===== config.mk =====
export PLATFORM = sky130hd
export DESIGN_NAME = hp48_bus_ctrl
export DESIGN_NICKNAME = d
export VERILOG_FILES = /design/src/rtl/hp48_bus_ctrl.sv
export SDC_FILE = /design/constraint.sdc
export NUM_CORES = 1
export LEC_CHECK = 0
export BUFFER_PORTS_ARGS = -buffer_cell sky130_fd_sc_hd__buf_2
export CAP_MARGIN = 15
export CORE_UTILIZATION = 50
export DETAILED_ROUTE_END_ITERATION = 10
export GPL_TIMING_DRIVEN = 0
export PLACE_DENSITY = 0.81
export SYNTH_ARGS = -nofsm -noshare
export SYNTH_HDL_FRONTEND = slang
export SYNTH_SLANG_ARGS = --single-unit
export TNS_END_PERCENT = 5

===== constraint.sdc =====
create_clock -name strobe -period 3.2 [get_ports strobe]
set_input_delay 0.16 -clock strobe [delete_from_list [all_inputs] [get_ports strobe]]
set_output_delay 0.16 -clock strobe [all_outputs]
set_load 0.005 [all_outputs]

===== src/rtl/hp48_bus_ctrl.sv =====
// hp48_bus_ctrl: HP48 (Saturn) bus transaction sequencer.
// A request issues one LOAD_PC/LOAD_DP with the start address, then req_len+1
// PC/DP READ or WRITE commands. Reads add a one-cycle DRAIN so that the last
// registered device response can be captured.
// Optional feature: define HP48_BUS_ERR_CHECK_EN to flag bus cycles in which
// no device drove bus_active (sticky err until the next accepted request).
//
// Handshake: req is sampled only while the controller is IDLE (busy = 0);
// any req seen while busy is ignored. Completion is a single-cycle done pulse
// in the first IDLE cycle, and a req present in that cycle is accepted.
module hp48_bus_ctrl #(
  parameter int MAX_NIBBLES = 16
) (
  input  logic                     strobe,
  input  logic                     reset,
  input  logic                     req,
  input  logic                     req_write,
  input  logic                     req_use_pc,
  input  logic [19:0]              req_addr,
  input  logic [3:0]               req_len,
  input  logic [4*MAX_NIBBLES-1:0] wr_data,
  input  logic [3:0]               bus_nibble_in,
  input  logic                     bus_active,
  output logic [3:0]               bus_command,
  output logic [19:0]              bus_address,
  output logic [3:0]               bus_nibble_out,
  output logic [4*MAX_NIBBLES-1:0] rd_data,
  output logic                     busy,
  output logic                     done,
  output logic                     err,
  output logic [1:0]               state_dbg
);

  localparam logic [3:0] BUSCMD_NOP      = 4'h0;
  localparam logic [3:0] BUSCMD_PC_READ  = 4'h2;
  localparam logic [3:0] BUSCMD_DP_READ  = 4'h3;
  localparam logic [3:0] BUSCMD_PC_WRITE = 4'h4;
  localparam logic [3:0] BUSCMD_DP_WRITE = 4'h5;
  localparam logic [3:0] BUSCMD_LOAD_PC  = 4'h6;
  localparam logic [3:0] BUSCMD_LOAD_DP  = 4'h7;

  typedef enum logic [1:0] {
    IDLE  = 2'd0,
    LOAD  = 2'd1,
    XFER  = 2'd2,
    DRAIN = 2'd3
  } state_t;

  state_t     state;
  logic       write_q;
  logic       use_pc_q;
  logic [3:0] len_q;
  logic [3:0] count;

  logic [3:0] xfer_cmd;
  logic [3:0] nib_sel;
  logic [3:0] wr_nib;
  logic       cap_en;
  logic [3:0] cap_idx;

  assign state_dbg = state;

  // Transfer command for the latched direction and pointer.
  always_comb begin
    xfer_cmd = BUSCMD_NOP;
    if (use_pc_q) xfer_cmd = write_q ? BUSCMD_PC_WRITE : BUSCMD_PC_READ;
    else          xfer_cmd = write_q ? BUSCMD_DP_WRITE : BUSCMD_DP_READ;
  end

  // Next write nibble: nibble 0 when entering XFER, count+1 while in XFER.
  always_comb begin
    nib_sel = (state == LOAD) ? 4'd0 : count + 4'd1;
    wr_nib  = 4'h0;
    for (int k = 0; k < MAX_NIBBLES; k++) begin
      if (k == int'(nib_sel)) wr_nib = wr_data[4*k +: 4];
    end
  end

  // Devices answer one cycle after sampling a read command, so nibble k is
  // captured two edges after command k was launched; DRAIN takes the last.
  always_comb begin
    cap_en  = ((state == XFER) && !write_q && (count != 4'd0)) || (state == DRAIN);
    cap_idx = (state == DRAIN) ? len_q : count - 4'd1;
  end

`ifdef HP48_BUS_ERR_CHECK_EN
  logic err_q;
  assign err = err_q;
`else
  logic unused_bus_active;
  assign unused_bus_active = bus_active;
  assign err = 1'b0;
`endif

  // Main sequencer: state, registered bus outputs and read capture.
  always_ff @(posedge strobe or negedge reset) begin
    if (!reset) begin
      state          <= IDLE;
      write_q        <= 1'b0;
      use_pc_q       <= 1'b0;
      len_q          <= 4'd0;
      count          <= 4'd0;
      bus_command    <= BUSCMD_NOP;
      bus_address    <= 20'h0;
      bus_nibble_out <= 4'h0;
      rd_data        <= '0;
      busy           <= 1'b0;
      done           <= 1'b0;
`ifdef HP48_BUS_ERR_CHECK_EN
      err_q          <= 1'b0;
`endif
    end else begin
      done <= 1'b0;
      if (cap_en) begin
        for (int k = 0; k < MAX_NIBBLES; k++) begin
          if (k == int'(cap_idx)) rd_data[4*k +: 4] <= bus_nibble_in;
        end
      end
      case (state)
        IDLE: begin
          bus_command <= BUSCMD_NOP;
          busy        <= 1'b0;
          if (req) begin
            state       <= LOAD;
            write_q     <= req_write;
            use_pc_q    <= req_use_pc;
            len_q       <= req_len;
            count       <= 4'd0;
            bus_command <= req_use_pc ? BUSCMD_LOAD_PC : BUSCMD_LOAD_DP;
            bus_address <= req_addr;
            busy        <= 1'b1;
`ifdef HP48_BUS_ERR_CHECK_EN
            err_q       <= 1'b0;
`endif
          end
        end
        LOAD: begin
          state          <= XFER;
          bus_command    <= xfer_cmd;
          bus_nibble_out <= wr_nib;
        end
        XFER: begin
`ifdef HP48_BUS_ERR_CHECK_EN
          if (!bus_active) err_q <= 1'b1;
`endif
          if (count == len_q) begin
            bus_command <= BUSCMD_NOP;
            if (write_q) begin
              state <= IDLE;
              busy  <= 1'b0;
              done  <= 1'b1;
            end else begin
              state <= DRAIN;
            end
          end else begin
            count          <= count + 4'd1;
            bus_nibble_out <= wr_nib;
          end
        end
        DRAIN: begin
          state       <= IDLE;
          bus_command <= BUSCMD_NOP;
          busy        <= 1'b0;
          done        <= 1'b1;
        end
        default: state <= IDLE;
      endcase
    end
  end

endmodule


After elaboration in Yosys (flattened, before gate mapping)
Cells that the tools add are included.
- bits in registers: 106
- input bits: 98
- word-level logic and storage cells: 139
- multiplexer cells: 41
- add/sub/neg operators: 2
- reductions and logical operators: 32
- equal/unequal tests: 38
- operators by type and width (kind ; number):
    two-way mux 4 bit ; 22
    == test 4 bit (first input constant) ; 16
    AND reduction 2 bit ; 19
    == test 3 x 4 -> 1 bit (first input constant) ; 8
    == test 2 x 4 -> 1 bit (first input constant) ; 4
    case mux 4 bit (2 select lines) ; 2
    case mux 4 bit (4 select lines) ; 1
    two-way mux 3 bit ; 4
    == test 1 x 4 -> 1 bit (first input constant) ; 2
    zero test 4 bit ; 2
    case mux 2 bit (4 select lines) ; 1
    two-way mux 1 bit ; 6
    two-way mux 2 bit ; 3
    != test 2 bit (second input constant) ; 3
    AND reduction 3 bit ; 2
    adder 4 x 1 -> 4 bit (second input constant) ; 1
    == test 2 bit (second input constant) ; 2
    == test 4 bit ; 1
    nonzero test 2 bit ; 2
    nonzero test 4 bit ; 1
    subtractor 4 x 1 -> 4 bit (second input constant) ; 1
    case mux 1 bit (3 select lines) ; 1
    nonzero test 3 bit ; 1
    == test 2 x 1 -> 1 bit (second input constant) ; 1
    other kinds (6) ; 7

Longest topological paths before layout
- depth in word-level cells: 21
- gate-level depth with buffers: 10
- gate-level depth less buffers: 8

Worst setup path before layout
OpenSTA, ideal clock, no wires.
- path kind: register to register
- from: reg count[0]
- to: reg bus_nibble_out[2]
- setup slack: 1.040 ns
- stages on the path, launching flop included: 10
- buffers on the path: 1
- period minus slack after synthesis: 2.160 ns
- arrival time: 2.031 ns
- library setup time: 0.128 ns
- cells stage by stage: dfrtp_1 inv_2 ha_1 buf_2 nand2_1 nor2_1 nand3_1 o21a_1 a221oi_2 o41ai_2
- cells in the longest elaborated chain, start to end: 21
- RTL lines (what ; RTL line ; text):
    start: declaration ; 53 ; logic [3:0] count;
    start signal: assignment ; 156 ; count <= count + 4'd1;
    adder 4 x 1 -> 4 bit ; 72 ; nib_sel = (state == LOAD) ? 4'd0 : count + 4'd1;
    two-way mux 4 bit ; 72 ;
    zero test 4 bit ; 75 ; if (k == int'(nib_sel)) wr_nib = wr_data[4*k +: 4];
    two-way mux 4 bit (16 in series) ; 75 ;
    two-way mux 4 bit ; 146 ; if (count == len_q) begin
    case mux 4 bit (2 select lines) ; 119 ; case (state)
    end signal: assignment ; 140 ; bus_nibble_out <= wr_nib;
    end signal: assignment ; 157 ; bus_nibble_out <= wr_nib;
    end: declaration ; 26 ; output logic [3:0] bus_nibble_out,
Several ways; a longest one is shown, not always the timed one. The select of a mux whose other input is x is not followed.
A chain may end at the register's enable or synchronous reset.

Worst setup path in the final report
- from: reg count[0]
- to: reg rd_data[44]
- cells in the longest elaborated chain, start to end: 4
- RTL lines (what ; RTL line ; text):
    subtractor 4 x 1 -> 4 bit / nonzero test 4 bit (equally long branches) ; 83, 82 ;
    two-way mux 4 bit / logical AND 1 bit (equally long branches) ; 83, 82 ;
    == test 4 bit / logical OR 1 bit (equally long branches) ; 116, 82 ;
    AND reduction 2 bit (no source line) * ; -- ;
    end: declaration ; 27 ; output logic [4*MAX_NIBBLES-1:0] rd_data,
Every way passes the cells marked *; elsewhere a longest branch is shown, timed or not.

==> key figures <==
Outcome
  – Outcome: completed

Finish
  – Area of the multi-input gates: 2491 µm²
  – Post-layout nets: about 840
  – Fillers: 799
  – Fraction of layout cells with a size suffix above 1: 0.4211
  – Final core utilization: 0.6794
  – Diode count: 0
  – Area grow syn2layout: 31.44%
  – Storage element area: roughly 2600 µm²

Clock tree
  – H-tree depth: 3
  – Clk_lat worst skew: 0.38 ns
  – Clock slew at reported path FFs: 0.11 ns
  – TritonCTS clock tree: built
  – Cts-stage hold buffer count: 27
  – Root buf cell: clkbuf_8
  – Clock sink count: 105
  – Post CTS Setup Buffer Count: 0
  – CTS max path bufs: 2
  – Post_cts resized: 0
  – Total CTS buffers: 9

Placed design
  – Place WS: roughly 0.36 ns
  – Buffers on Ports: 191
  – GPL Wtd Cong: 0.9608
  – Post-DP HPWL: about 12000 µm

GRT
  – First-pass GRT wire length: 25920 µm
  – Pin count of the biggest net entering global routing: 74
  – Vias in the first global route: 5058
  – Grt ovf: 0
  – Initial antenna violation count: 0
  – GRT Total Usage: 0.3030

Synthesis
  – Yosys top cell by area: dfrtp_1
  – Synth area leaders: dfrtp_1, mux2_2, nand2_1, xor2_1, a21oi_1
  – Count of different cell masters after synthesis: 67
  – Top_reg_cell synth: dfrtp_1
  – EDFF count, synth: 0
  – Most common cell in the synthesized netlist: nand2_1
  – Post-synth ARST share: 1.000
  – Synth Cell Area: between 5000 and 6000 µm²
  – Synth top area share: 0.4924
  – Most instantiated cells after synthesis: nand2_1, dfrtp_1, mux2_2
  – YS warnings: 0
  – Synthesis-stage register bit count: 105
  – Avg Inst Size Synth: about 10 µm²
  – Post-synthesis sequential area ratio: 0.4924
  – Syn Inst Count: 512

Detailed routing
  – Detailed Routing Iterations Pass 1: 5
  – DRC Markers: 0
  – Post-route ant nets: 0
  – Wire per inst: about 19 µm
  – WL final: 16400 µm
  – Total number of vias: 4977
  – DR vias/cell: 5.630
  – Iteration-0 DRC Markers: between 300 and 400

Die
  – Die extent in x: ~110 µm
  – Die height: 105.3 µm
  – Die Area: between 10000 and 15000 µm²
  – Initial core utilization: 0.5169
  – IO Pins: 195
  – Row cnt: 37
  – Core ar.: a little over 10000 µm²

Hold path
  – Hold wc startpoint: bus_nibble_in[0]
  – Tightest Hold Check Type: in -> reg

Timing
  – Final-report hold violation count: 0
  – Setup TNS: 0 ns
  – Final Critical Period: ~3 ns
  – Fmax achieved: around 330 MHz
  – RSZ-0062 raised after global routing: false
  – PnR worst setup slack: 0.1756 ns
  – Worst Clk Skew: 0.01150 ns
  – Slew HR: 0.3122
  – Period utilization: 0.9451
  – Setup Viol. Count Final: 0
  – Tightest Pin Transition: just over 1 ns
  – Max Transition Viols Final: 0

Pwr
  – Logic pwr share: 0.551
  – Switching part of the total: 0.4214
  – Sw Pwr: 3.173 mW
  – Power density over the cells: 1074 nW/µm²
  – Flop pwr share: 0.317
  – Peak VDD IR: 0.5872 mV
  – Cell internal pwr: between 4 and 5 mW
  – Clock power share: 0.132
  – LEAKAGE: around 3.4 nW

Setup path
  – Crit path arrival time: 3.29 ns
  – CP required: 3.46 ns
  – CP top delay family: simple AND/OR/NAND/NOR gates
  – Register-to-register setup slack: 0.18 ns
  – Critical Setup Path Class: reg -> reg
  – Slowest-stage cell, CP: dfrtp_1
  – Top cell by count, worst path: nand2_1
  – Cells along the critical path: inv_2 -> ha_1 -> clkbuf_1 -> nor2_1 -> nand2_1 -> a21oi_1 -> nand2_1 -> mux2_2
  – Crit start category: flip-flop
  – Worst reg2reg path startpoint: count[0]$_DFFE_PN0P_
  – Worst Path Buf+Inv: 2
  – CP startpoint: count[0]$_DFFE_PN0P_
  – Worst setup EP type: flip-flop
  – Largest stage delay, worst path: 0.49 ns
  – Crit path max fanout: 10

Flow run
  – Max-Cap Viols: 0
## sequential cells by signal, indices dropped and copies added, names as in the netlist, 2 cells and up
name,count
state_dbg,2
rd_data,64
count,4
len_q,4
bus_address,20
bus_command,3
bus_nibble_out,4
## cell type report
type,instances,area share
sequential,105,0.3746
clock buffer,9,0.01766
buffer,36,0.02729
multi-input combinational,364,0.3552
tap,136,0.02426
inverter,8,0.004281
timing repair buffer,219,0.1791
clock inverter,7,0.01766
## worst register-to-register path: stages (launching register included)
cell,delay (ns)
dfrtp_1,0.49
inv_2,0.15
ha_1,0.43
clkbuf_1,0.32
nor2_1,0.33
nand2_1,0.10
a21oi_1,0.46
nand2_1,0.28
mux2_2,0.35
## routing by layer
layer / share of wire / vias to the layer above / track usage / wire [µm]
met2: 0.48 / 265 / 0.5042 / 7895
li1: - / 2280 / - / -
met1: 0.40 / 2384 / 0.3713 / 6612
met5: 0 / - / 0 / 0
met4: 0.037 / 0 / 0.1579 / 609
met3: 0.078 / 48 / 0.06308 / 1286
## path summary, 6_finish.rpt
check | to | cells after the start
max | rd_data[44]$_DFFE_PN0P_ | 8
min | rd_data[20]$_DFFE_PN0P_ | 2
max reg2reg | rd_data[44]$_DFFE_PN0P_ | 8
min reg2reg | bus_address[17]$_DFFE_PN0P_ | 2
max in group asynchronous | rd_data[15]$_DFFE_PN0P_ | 3
min in group asynchronous | bus_address[10]$_DFFE_PN0P_ | 2
## power groups by stage
stage | Sequential [mW] | Clock, mW | Combinational [mW]
detailed placement | 2.39 | 0 | 4.06
finish | 2.38 | 0.996 | 4.15
global route | 2.45 | 1.06 | 4.49
CTS | 2.38 | 1.01 | 4.12
global placement | 2.35 | 0 | 3.98
floorplan | 2.41 | 0 | 2.54
## cell usage in the layout (no fill, tap or decap), drive strengths merged, types with 4 or more instances in the layout
cell type	count
mux2	68
o211ai	4
nand2b	6
and3	4
o32ai	4
nor2b	5
o22ai	10
mux2i	5
a21oi	16
o21ai	14
nand2	119
inv	10
nand4	5
clkbuf	21
dlygate4sd3	27
buf	216
a311oi	4
nor2	21
dfrtp	105
nand3	9
xor2	10
nor3	8
## logic make-up after synthesis
kind of cell | synth area share
adder cells (fa/ha/maj) | 0.004689
buffers and inverters | 0.04150
other | 0.0007027
flip-flops | 0.4924
AO/OA/AOI/OAI | 0.1276
XOR/XNOR | 0.02110
AND/OR/NAND/NOR | 0.1585
multiplexers | 0.1536
## metrics by stage
| stage | cell area, µm² | instances | power (mW) | hold WS, ns |
|---|---|---|---|---|
| CTS | 7014 | 884 | 7.501 | 0.1125 |
| finish | 7014 | 884 | 7.531 | 0.1243 |
| detailed placement | 6496 | 841 | 6.447 | 0.1401 |
| global route | 7014 | 884 | 8.003 | 0.1349 |
| floorplan | 5340 | 513 | 4.947 | -0.1356 |
| global placement | 6466 | 840 | 6.329 | 0.3511 |
(Power assumes the default switching activity.)
